[config.mk]
export PLATFORM = sky130hd
export DESIGN_NAME = apb_master_bridge
export DESIGN_NICKNAME = d
export VERILOG_FILES = /design/src/rtl/apb_pkg.sv /design/src/rtl/apb_cmd_fifo.sv /design/src/rtl/apb_master_bridge.sv
export SDC_FILE = /design/constraint.sdc
export NUM_CORES = 1
export LEC_CHECK = 0
export BUFFER_PORTS_ARGS = -buffer_cell sky130_fd_sc_hd__buf_2
export CAP_MARGIN = 20
export CORE_MARGIN = 2
export CORE_UTILIZATION = 40
export CTS_BUF_LIST = sky130_fd_sc_hd__clkbuf_4
export DETAILED_ROUTE_END_ITERATION = 16
export HOLD_SLACK_MARGIN = 0.15
export PLACE_DENSITY = 0.69
export SLEW_MARGIN = 20
export SYNTH_ARGS = -nofsm -noshare
export SYNTH_HDL_FRONTEND = slang
export SYNTH_HIERARCHICAL = 1
export SYNTH_SLANG_ARGS = --single-unit
export TNS_END_PERCENT = 5
[constraint.sdc]
create_clock -name PCLK -period 6.3 [get_ports PCLK]
set_clock_uncertainty 0.15 [all_clocks]
set_input_delay 0.63 -clock PCLK [delete_from_list [all_inputs] [get_ports PCLK]]
set_output_delay 0.63 -clock PCLK [all_outputs]
set_load 0.02 [all_outputs]
[src/rtl/apb_pkg.sv]
// Shared definitions for the APB requester bridge: FSM states, the buffered
// command payload and the default bus / wait-counter widths.
package apb_pkg;

  localparam int unsigned DEF_ADDR_W = 12;
  localparam int unsigned DEF_DATA_W = 32;
  localparam int unsigned WAIT_W     = 16;

  typedef enum logic [1:0] {
    ST_IDLE,
    ST_SETUP,
    ST_ACCESS,
    ST_RESP
  } apb_state_e;

  // Command payload held in the buffer; sized for the default bus widths.
  typedef struct packed {
    logic                  write;
    logic [DEF_ADDR_W-1:0] addr;
    logic [DEF_DATA_W-1:0] wdata;
  } apb_cmd_t;

  localparam int unsigned CMD_W = $bits(apb_cmd_t);

endpackage

[src/rtl/apb_cmd_fifo.sv]
// Command buffer: pointer/count synchronous FIFO with registered flags.
//   PCLK, PRESET     clock, asynchronous active-high reset
//   push, din        write side (push while full is taken only with a pop)
//   pop, dout        read side, dout shows the current head
//   not_full, empty  registered occupancy flags
module apb_cmd_fifo
  import apb_pkg::*;
#(
  parameter int unsigned DEPTH = 2,
  parameter int unsigned W     = CMD_W
) (
  input  logic         PCLK,
  input  logic         PRESET,
  input  logic         push,
  input  logic [W-1:0] din,
  input  logic         pop,
  output logic [W-1:0] dout,
  output logic         not_full,
  output logic         empty
);

  localparam int unsigned PTR_W = (DEPTH > 1) ? $clog2(DEPTH) : 1;
  localparam int unsigned CNT_W = PTR_W + 1;

  logic [W-1:0]     mem [DEPTH];
  logic [PTR_W-1:0] wr_ptr;
  logic [PTR_W-1:0] rd_ptr;
  logic [CNT_W-1:0] count_q;
  logic [CNT_W-1:0] count_d;
  logic             do_push;
  logic             do_pop;

  // A pop frees the slot, so a push is legal while full if a pop coincides.
  assign do_push = push && (not_full || pop);
  assign do_pop  = pop && !empty;
  assign dout    = mem[rd_ptr];

  // Next occupancy
  always_comb begin
    count_d = count_q;
    unique case ({do_push, do_pop})
      2'b10:   count_d = count_q + CNT_W'(1);
      2'b01:   count_d = count_q - CNT_W'(1);
      default: count_d = count_q;
    endcase
  end

  // Pointers, count and flags; flags derive only from the next count
  always_ff @(posedge PCLK or posedge PRESET) begin
    if (PRESET) begin
      wr_ptr   <= '0;
      rd_ptr   <= '0;
      count_q  <= '0;
      not_full <= 1'b1;
      empty    <= 1'b1;
    end else begin
      if (do_push) wr_ptr <= wr_ptr + PTR_W'(1);
      if (do_pop)  rd_ptr <= rd_ptr + PTR_W'(1);
      count_q  <= count_d;
      not_full <= (count_d != CNT_W'(DEPTH));
      empty    <= (count_d == '0);
    end
  end

  // Storage array
  always_ff @(posedge PCLK) begin
    if (do_push) mem[wr_ptr] <= din;
  end

endmodule

[src/rtl/apb_master_bridge.sv]
// APB3 requester bridge: buffers valid/ready commands, runs one SETUP/ACCESS
// transfer per command and returns read data / error on a response stream.
//   PCLK, PRESET                     clock, asynchronous active-high reset
//   cmd_valid/ready/write/addr/wdata command stream (cmd_ready = buffer not full)
//   rsp_valid/ready/rdata/err        response stream
//   PSEL PENABLE PWRITE PADDR PWDATA APB request outputs (all registered)
//   PRDATA PREADY PSLVERR            APB completion inputs
// Widths up to the package defaults are carried through the command buffer.
module apb_master_bridge
  import apb_pkg::*;
#(
  parameter int unsigned ADDR_W     = DEF_ADDR_W,
  parameter int unsigned DATA_W     = DEF_DATA_W,
  parameter int unsigned TIMEOUT    = 255,
  parameter int unsigned FIFO_DEPTH = 2
) (
  input  logic              PCLK,
  input  logic              PRESET,
  input  logic              cmd_valid,
  output logic              cmd_ready,
  input  logic              cmd_write,
  input  logic [ADDR_W-1:0] cmd_addr,
  input  logic [DATA_W-1:0] cmd_wdata,
  output logic              rsp_valid,
  input  logic              rsp_ready,
  output logic [DATA_W-1:0] rsp_rdata,
  output logic              rsp_err,
  output logic              PSEL,
  output logic              PENABLE,
  output logic              PWRITE,
  output logic [ADDR_W-1:0] PADDR,
  output logic [DATA_W-1:0] PWDATA,
  input  logic [DATA_W-1:0] PRDATA,
  input  logic              PREADY,
  input  logic              PSLVERR
);

  apb_state_e        state_q, state_d;
  logic [WAIT_W-1:0] wait_q, wait_d;
  logic              psel_d, penable_d, pwrite_d;
  logic [ADDR_W-1:0] paddr_d;
  logic [DATA_W-1:0] pwdata_d;
  logic              rsp_valid_d, err_d;
  logic [DATA_W-1:0] rdata_d;
  logic              load_c;
  logic [ADDR_W-1:0] head_addr;

  apb_cmd_t          cmd_in;
  apb_cmd_t          head;
  logic [CMD_W-1:0]  fifo_dout;
  logic              fifo_empty;
  logic              fifo_not_full;
  logic              push;

  // Pack the incoming command into the buffer payload
  always_comb begin
    cmd_in.write = cmd_write;
    cmd_in.addr  = DEF_ADDR_W'(cmd_addr);
    cmd_in.wdata = DEF_DATA_W'(cmd_wdata);
  end

  assign cmd_ready = fifo_not_full;
  assign push      = cmd_valid && fifo_not_full;
  assign head      = apb_cmd_t'(fifo_dout);

  apb_cmd_fifo #(
    .DEPTH (FIFO_DEPTH),
    .W     (CMD_W)
  ) u_fifo (
    .PCLK     (PCLK),
    .PRESET   (PRESET),
    .push     (push),
    .din      (cmd_in),
    .pop      (load_c),
    .dout     (fifo_dout),
    .not_full (fifo_not_full),
    .empty    (fifo_empty)
  );

  // Next state and next values of every registered output
  always_comb begin
    state_d     = state_q;
    wait_d      = wait_q;
    load_c      = 1'b0;
    psel_d      = PSEL;
    penable_d   = PENABLE;
    pwrite_d    = PWRITE;
    paddr_d     = PADDR;
    pwdata_d    = PWDATA;
    rsp_valid_d = rsp_valid;
    rdata_d     = rsp_rdata;
    err_d       = rsp_err;
    head_addr   = ADDR_W'(head.addr);

    unique case (state_q)
      ST_IDLE: load_c = !fifo_empty;
      ST_SETUP: begin
        state_d   = ST_ACCESS;
        penable_d = 1'b1;
      end
      ST_ACCESS: begin
        if (PREADY) begin
          state_d     = ST_RESP;
          psel_d      = 1'b0;
          penable_d   = 1'b0;
          rsp_valid_d = 1'b1;
          err_d       = PSLVERR;
          rdata_d     = (PWRITE || PSLVERR) ? '0 : PRDATA;
        end else if (wait_q == WAIT_W'(TIMEOUT - 1)) begin
          // This edge ends the TIMEOUT-th stalled ACCESS cycle: abort.
          state_d     = ST_RESP;
          psel_d      = 1'b0;
          penable_d   = 1'b0;
          rsp_valid_d = 1'b1;
          err_d       = 1'b1;
          rdata_d     = '0;
        end else begin
          wait_d = wait_q + WAIT_W'(1);
        end
      end
      ST_RESP: begin
        if (rsp_ready) begin
          rsp_valid_d = 1'b0;
          if (fifo_empty) state_d = ST_IDLE;
          else            load_c  = 1'b1;
        end
      end
      default: state_d = ST_IDLE;
    endcase

    // Pop the head into the transfer registers and start SETUP
    if (load_c) begin
      state_d   = ST_SETUP;
      psel_d    = 1'b1;
      penable_d = 1'b0;
      pwrite_d  = head.write;
      paddr_d   = {head_addr[ADDR_W-1:2], 2'b00};
      pwdata_d  = DATA_W'(head.wdata);
      wait_d    = '0;
    end
  end

  // State and output registers
  always_ff @(posedge PCLK or posedge PRESET) begin
    if (PRESET) begin
      state_q   <= ST_IDLE;
      wait_q    <= '0;
      PSEL      <= 1'b0;
      PENABLE   <= 1'b0;
      PWRITE    <= 1'b0;
      PADDR     <= '0;
      PWDATA    <= '0;
      rsp_valid <= 1'b0;
      rsp_rdata <= '0;
      rsp_err   <= 1'b0;
    end else begin
      state_q   <= state_d;
      wait_q    <= wait_d;
      PSEL      <= psel_d;
      PENABLE   <= penable_d;
      PWRITE    <= pwrite_d;
      PADDR     <= paddr_d;
      PWDATA    <= pwdata_d;
      rsp_valid <= rsp_valid_d;
      rsp_rdata <= rdata_d;
      rsp_err   <= err_d;
    end
  end

endmodule

==> out/metrics.cfg, run 1 <==
[cts]
hold_buffers=76
clkSinkCount=189
cts_setup_buffers=0
clk_latency_ns=0.56
cts_tree=built
path_clk_slew_ns=0.16
ctsResizeCount=0
cts_buffer_depth=2
htree_levels=4
root_buffer=clkbuf_4
numCtsBuffers=17

[setup_path]
max_stage_delay_ns=0.51
cp_slowest_cell=buf_4
worstPathRequired_ns=6.37
path_max_fanout=43
endpoint_kind=flip-flop
crit_type=flip-flop to flip-flop
critical-path-top-delay-family=buffers and inverters
cp-start-kind=flip-flop
worstPathArrival_ns=3.35
crit_top_cell=buf_4
path_cells=inv_1 > ha_1 > nor2_1 > nand2_2 > inv_2 > buf_4 > o21ai_2 > nor2_4 > buf_4
cp.buffers_inverters=4

[floorplanning]
io_pins=165
rows=50
die_y_um=143
coreArea_um2=18800
die_area_um2=20300
initial_core_util=0.410
die_w_um=143

[routing]
ant_nets=0
drt_iter0_drc=243
vias=5133
viasPerCell=4.93
drtPass1Iterations=4
wl_per_cell_um=15.9
drc=0
wirelength_mm=16.6

[global_routing]
grt_pass1_vias=5325
grtUsageTotal=0.171
grt_start_max_net_pins=64
antenna_found_initial=1
grt_pass1_wl_mm=27.0
overflow=0

[layout]
final_common_cell=buf_2
syn2layout_area_growth_pct=26.8
multi_input_area_um2=2300
drive_above_1_share=0.318
ff_latch_area_um2=5160
fin_util=0.519
num-fill-cells=1599
finalNetCount=885
fin_area_um2=9740
layout_common_cells=buf_2 (160), nand2_1 (141), dfrtp_1 (100)

[run_status]
status=complete, no violations

[timing]
worstMarginPinSlew_ns=0.831
rsz0062_at_grt=false
hold_viol=0
fmax_mhz=304
fin_ws_ns=3.01
period_share=0.522
fin_crit_ns=3.29
max_slew_margin=0.446
final_max_slew_viol_count=0
setup-violations-final=0
fin_setup_tns_ns=0

[yosys]
avgSynthCellArea_um2=13.7
synthCells=560
ys_warn_count=6
mappedNetlistArea_um2=7690

[place]
place.gp.congestion=0.741
port_buffers=160
placed_area_um2=8650
place_ws_ns=2.97
hpwl_mm=9.75

[pwr]
vdd_ir_drop_max_uv=268
p_leak_nw=4.49
p_per_area_nw_per_um2=450

[worst_hold_path]
hp-class=input port to flip-flop

[run]
max_cap_viol_count=0

-- worst register-to-register path: stages (launching register included) --
cell     delay [ns]
dfrtp_1        0.43
inv_1          0.10
ha_1           0.30
nor2_1         0.11
nand2_2        0.07
inv_2          0.44
buf_4          0.47
o21ai_2        0.22
nor2_4         0.10
buf_4          0.51
-- layout make-up --
type | instances | share of cell area
antenna | 1 | 0.000257
clock buffer | 17 | 0.0131
clock inverter | 15 | 0.0204
inverter | 14 | 0.00565
multi-input combinational | 330 | 0.236
sequential | 189 | 0.530
tap | 234 | 0.0300
timing repair buffer | 242 | 0.165
-- final timing paths --
kind	endpoint	startpoint	depth (start not counted)	slack (ns)
min in group asynchronous	u_fifo/count_q[1]$_DFF_PP0_	PRESET	3	0.37
worst min-delay path	rsp_valid$_DFFE_PP0P_	rsp_ready	3	0.23
worst min register to register	PWDATA[24]$_DFFE_PP0N_	PWDATA[24]$_DFFE_PP0N_	2	0.34
max in group asynchronous	rsp_err$_DFFE_PP0P_	PRESET	4	4.30
worst max register to register	u_fifo/mem[0][3]$_DFFE_PP_	state_q[0]$_DFFE_PP0P_	9	3.01
worst max-delay path	u_fifo/mem[0][3]$_DFFE_PP_	state_q[0]$_DFFE_PP0P_	9	3.01
-- sequential cells by signal, summed over array words and instances (netlist names) --
register         cells
PADDR               10
PENABLE              1
PSEL                 1
PWDATA              32
PWRITE               1
rsp_err              1
rsp_rdata           32
rsp_valid            1
state_q              2
u_fifo/count_q       2
u_fifo/empty         1
u_fifo/mem          86
u_fifo/not_full      1
u_fifo/rd_ptr        1
u_fifo/wr_ptr        1
wait_q              16
-- power by group --
group          internal (mW)  leakage (nW)  total [mW]  switching [mW]
Combinational          0.703          2.21        1.78            1.08
Clock                  0.225         0.172       0.697           0.472
Sequential              1.72          2.11        1.91           0.192
Total                   2.65          4.49        4.39            1.74
-- per-layer routing --
layer	track usage	wire, um	up-vias
li1	-	-	2460
met5	0	0	-
met2	0.292	8080	151
met4	0.0459	148	0
met3	0.0547	1150	14
met1	0.211	7220	2508
-- through the flow --
stage / cells / power (mW) / hold WS, ns
after floorplan: 561 / 3.21 / 0.270
after global placement: 933 / 3.65 / 0.304
after detailed placement: 933 / 3.69 / 0.307
after CTS: 1041 / 4.43 / 0.170
after global routing: 1042 / 4.69 / 0.183
final: 1042 / 4.39 / 0.226
No activity file was read; power rests on OpenSTA's default activity.
==> inputs of run 2 (changes only) <==
==> constraint.sdc (replaced) <==
create_clock -name PCLK -period 3.22 [get_ports PCLK]
set_clock_uncertainty 0.15 [all_clocks]
set_input_delay 0.322 -clock PCLK [delete_from_list [all_inputs] [get_ports PCLK]]
set_output_delay 0.322 -clock PCLK [all_outputs]
set_load 0.02 [all_outputs]
==> run 2 against run 1 <==
Effect of this change: worst setup slack worse by 2.3 ns; register-to-register slack got worse by 2.3 ns; die area unchanged; final area up 0.31%; first-iteration DRC count rose by 0.82%; clock power grew 75%; utilization increased by 0.16 points.
==> out/metrics.cfg, run 2 (synthesized netlist as in run 1, its figures left out) <==
[run_status]
status=complete, no violations  ; unchanged

[setup_path]
crit_type=flip-flop to flip-flop  ; unchanged
cp_slowest_cell=dfrtp_1  ; was buf_4
cp.buffers_inverters=4  ; unchanged
crit_end=u_fifo/count_q[1]$_DFF_PP0_  ; was u_fifo/mem[0][3]$_DFFE_PP_
path_max_fanout=27  ; was 43
r2r_end=u_fifo/count_q[1]$_DFF_PP0_  ; was u_fifo/mem[0][3]$_DFFE_PP_
worstPathArrival_ns=2.80  ; was 3.35 ns
reg2reg_slack_ns=0.72  ; was 3.01 ns
cp-startpoint=state_q[0]$_DFFE_PP0P_  ; unchanged
worstPathRequired_ns=3.52  ; was 6.37 ns
timing.rr.start=state_q[0]$_DFFE_PP0P_  ; unchanged
rr_worst_depth=11  ; was 9
critical-path-top-delay-family=adder cells  ; was buffers and inverters
path_cells=inv_1 > ha_1 > nor2_1 > nand2_2 > inv_2 > buf_4 > nor2b_1 > ha_1 > inv_1 > nand2_1 > xnor2_1  ; was inv_1 > ha_1 > nor2_1 > nand2_2 > inv_2 > buf_4 > o21ai_2 > nor2_4 > buf_4
endpoint_kind=flip-flop  ; unchanged
max_stage_delay_ns=0.43  ; was 0.51 ns
cp-start-kind=flip-flop  ; unchanged
path_depth=11  ; was 9

[timing]
worstMarginPinSlew_ns=0.659  ; was 0.831 ns
max_slew_margin=0.560  ; was 0.446
rsz0062_at_grt=false  ; unchanged
hold_viol=0  ; unchanged
fin_crit_ns=2.50  ; was 3.29 ns
fmax_mhz=401  ; was 304 MHz
fin_setup_tns_ns=0  ; unchanged
period_share=0.775  ; was 0.522
final_max_slew_viol_count=0  ; unchanged
setup-violations-final=0  ; unchanged

[layout]
final_common_cell=buf_2  ; unchanged
syn2layout_area_growth_pct=27.2  ; was 26.8%
top_register=u_fifo/mem  ; unchanged
diodes=0  ; was 1
ff_latch_area_um2=5160  ; unchanged
final_cell_count_no_fill=1052  ; was 1,042
top_regs=u_fifo/mem x86, PWDATA x32, rsp_rdata x32  ; unchanged
num-fill-cells=1607  ; was 1,599
layout_common_cells=buf_2 (160), nand2_1 (141), dfrtp_1 (100)  ; unchanged
finalNetCount=896  ; was 885
drive_above_1_share=0.320  ; was 0.318
largest_reg_flops=86  ; unchanged
multi_input_area_um2=2280  ; was 2300 um2

[pwr]
p_switching_mw=3.36  ; was 1.74 mW
p_seq_frac=0.449  ; was 0.435
power_mw=8.48  ; was 4.39 mW
p_per_area_nw_per_um2=867  ; was 450 nW/um2
p_leak_nw=4.53  ; was 4.49 nW
sw_frac_of_total=0.396  ; was 0.397
combPwrFrac=0.408  ; was 0.406
intPower_mw=5.12  ; was 2.65 mW
clkPwrFrac=0.144  ; was 0.159
vdd_ir_drop_max_uv=530  ; was 268 uV

[floorplanning]
rows=50  ; unchanged
die_w_um=143  ; unchanged
io_pins=165  ; unchanged
die_y_um=143  ; unchanged
coreArea_um2=18800  ; unchanged
die_area_um2=20300  ; unchanged
initial_core_util=0.410  ; unchanged

[routing]
wl_per_cell_um=16.1  ; was 15.9 um
drt_iter0_drc=245  ; was 243
vias=5185  ; was 5,133
wirelength_mm=16.9  ; was 16.6 mm
drc=0  ; unchanged
drtPass1Iterations=4  ; unchanged
ant_nets=0  ; unchanged
viasPerCell=4.93  ; about the same

[cts]
htree_levels=4  ; unchanged
root_buffer=clkbuf_4  ; unchanged
numCtsBuffers=17  ; unchanged
clk_latency_ns=0.56  ; about the same
cts_tree=built  ; unchanged
path_clk_slew_ns=0.16  ; about the same
cts_setup_buffers=0  ; unchanged
cts_buffer_depth=2  ; unchanged
clkSinkCount=189  ; unchanged

[global_routing]
grtUsageTotal=0.171  ; about the same
overflow=0  ; unchanged
grt_pass1_vias=5400  ; was 5,325
grt_start_max_net_pins=53  ; was 64
grt_pass1_wl_mm=27.3  ; was 27.0 mm
antenna_found_initial=0  ; was 1

[place]
place.gp.congestion=0.733  ; was 0.741
port_buffers=160  ; unchanged
dp.cells=939  ; was 933
hpwl_mm=10.0  ; was 9.75 mm

[worst_hold_path]
hp-class=input port to asynchronous set/reset pin  ; was input port to flip-flop

[run]
max_cap_viol_count=0  ; unchanged

==> run 2: cell count changes in the layout (fill, tap and decap cells not counted), sizes merged <==
cell	delta
inv	+2
bufinv	-1
clkinv	-2
diode	-1
clkbuf	+1
buf	+6
dlygate4sd3	+5
==> run 2: through the flow <==
step | hold slack [ns] | instance area, um2 | util | setup slack (ns)
finish | 0.217 | 9770 | 0.521 | 0.723
CTS | 0.177 | 9770 | 0.521 | 0.710
floorplan | -0.0385 | 7690 | - | -0.717
detailed placement | 0.141 | 8700 | 0.463 | 0.732
global route | 0.212 | 9770 | 0.521 | 0.498
global placement | 0.128 | 8700 | 0.463 | 0.763
==> run 2: per-layer routing <==
layer  global-route usage  wire, um  up-vias  share of wire
li1                     -         -     2476              -
met1                0.203      7110     2517           0.42
met2                0.299      8330      179           0.49
met3               0.0610      1330       13          0.078
met4               0.0422       137        0         0.0081
met5                    0         0        -              0
==> run 2: power groups by stage <==
stage / Sequential [mW] / Combinational [mW] / Clock (mW)
after floorplan: 4.33 / 1.95 / 0
final: 3.81 / 3.45 / 1.22
after global routing: 3.90 / 3.80 / 1.35
after CTS: 3.80 / 3.49 / 1.28
after global placement: 3.82 / 3.34 / 0
after detailed placement: 3.84 / 3.41 / 0
==> run 2: cell type report <==
type	instances	share of cell area
sequential	189	0.528
multi-input combinational	330	0.234
timing repair buffer	253	0.175
tap	234	0.0300
clock buffer	18	0.0138
clock inverter	14	0.0133
inverter	14	0.00563
==> run 2: repair_timing <==
| item | CTS | global route |
|---|---|---|
| endpoints found under the hold margin | 168 | 0 |
| hold buffers | 81 | 0 |
| gates resized for setup | 0 | 0 |
==> run 2: how the worst min path moves through the flow <==
| stage | to | depth (start not counted) |
|---|---|---|
| after floorplan | u_fifo/count_q[0]$_DFF_PP0_ | 1 |
| after global placement | u_fifo/count_q[0]$_DFF_PP0_ | 2 |
| after detailed placement | u_fifo/count_q[1]$_DFF_PP0_ | 2 |
| after CTS | PADDR[4]$_DFFE_PP0N_ | 3 |
| after global routing | PADDR[4]$_DFFE_PP0N_ | 3 |
| final | rsp_valid$_DFFE_PP0P_ | 3 |
==> run 2: worst min-delay path, stage by stage <==
cell and delay [ns]:
dlygate4sd3_1 0.53, buf_2 0.14, inv_4 0.42
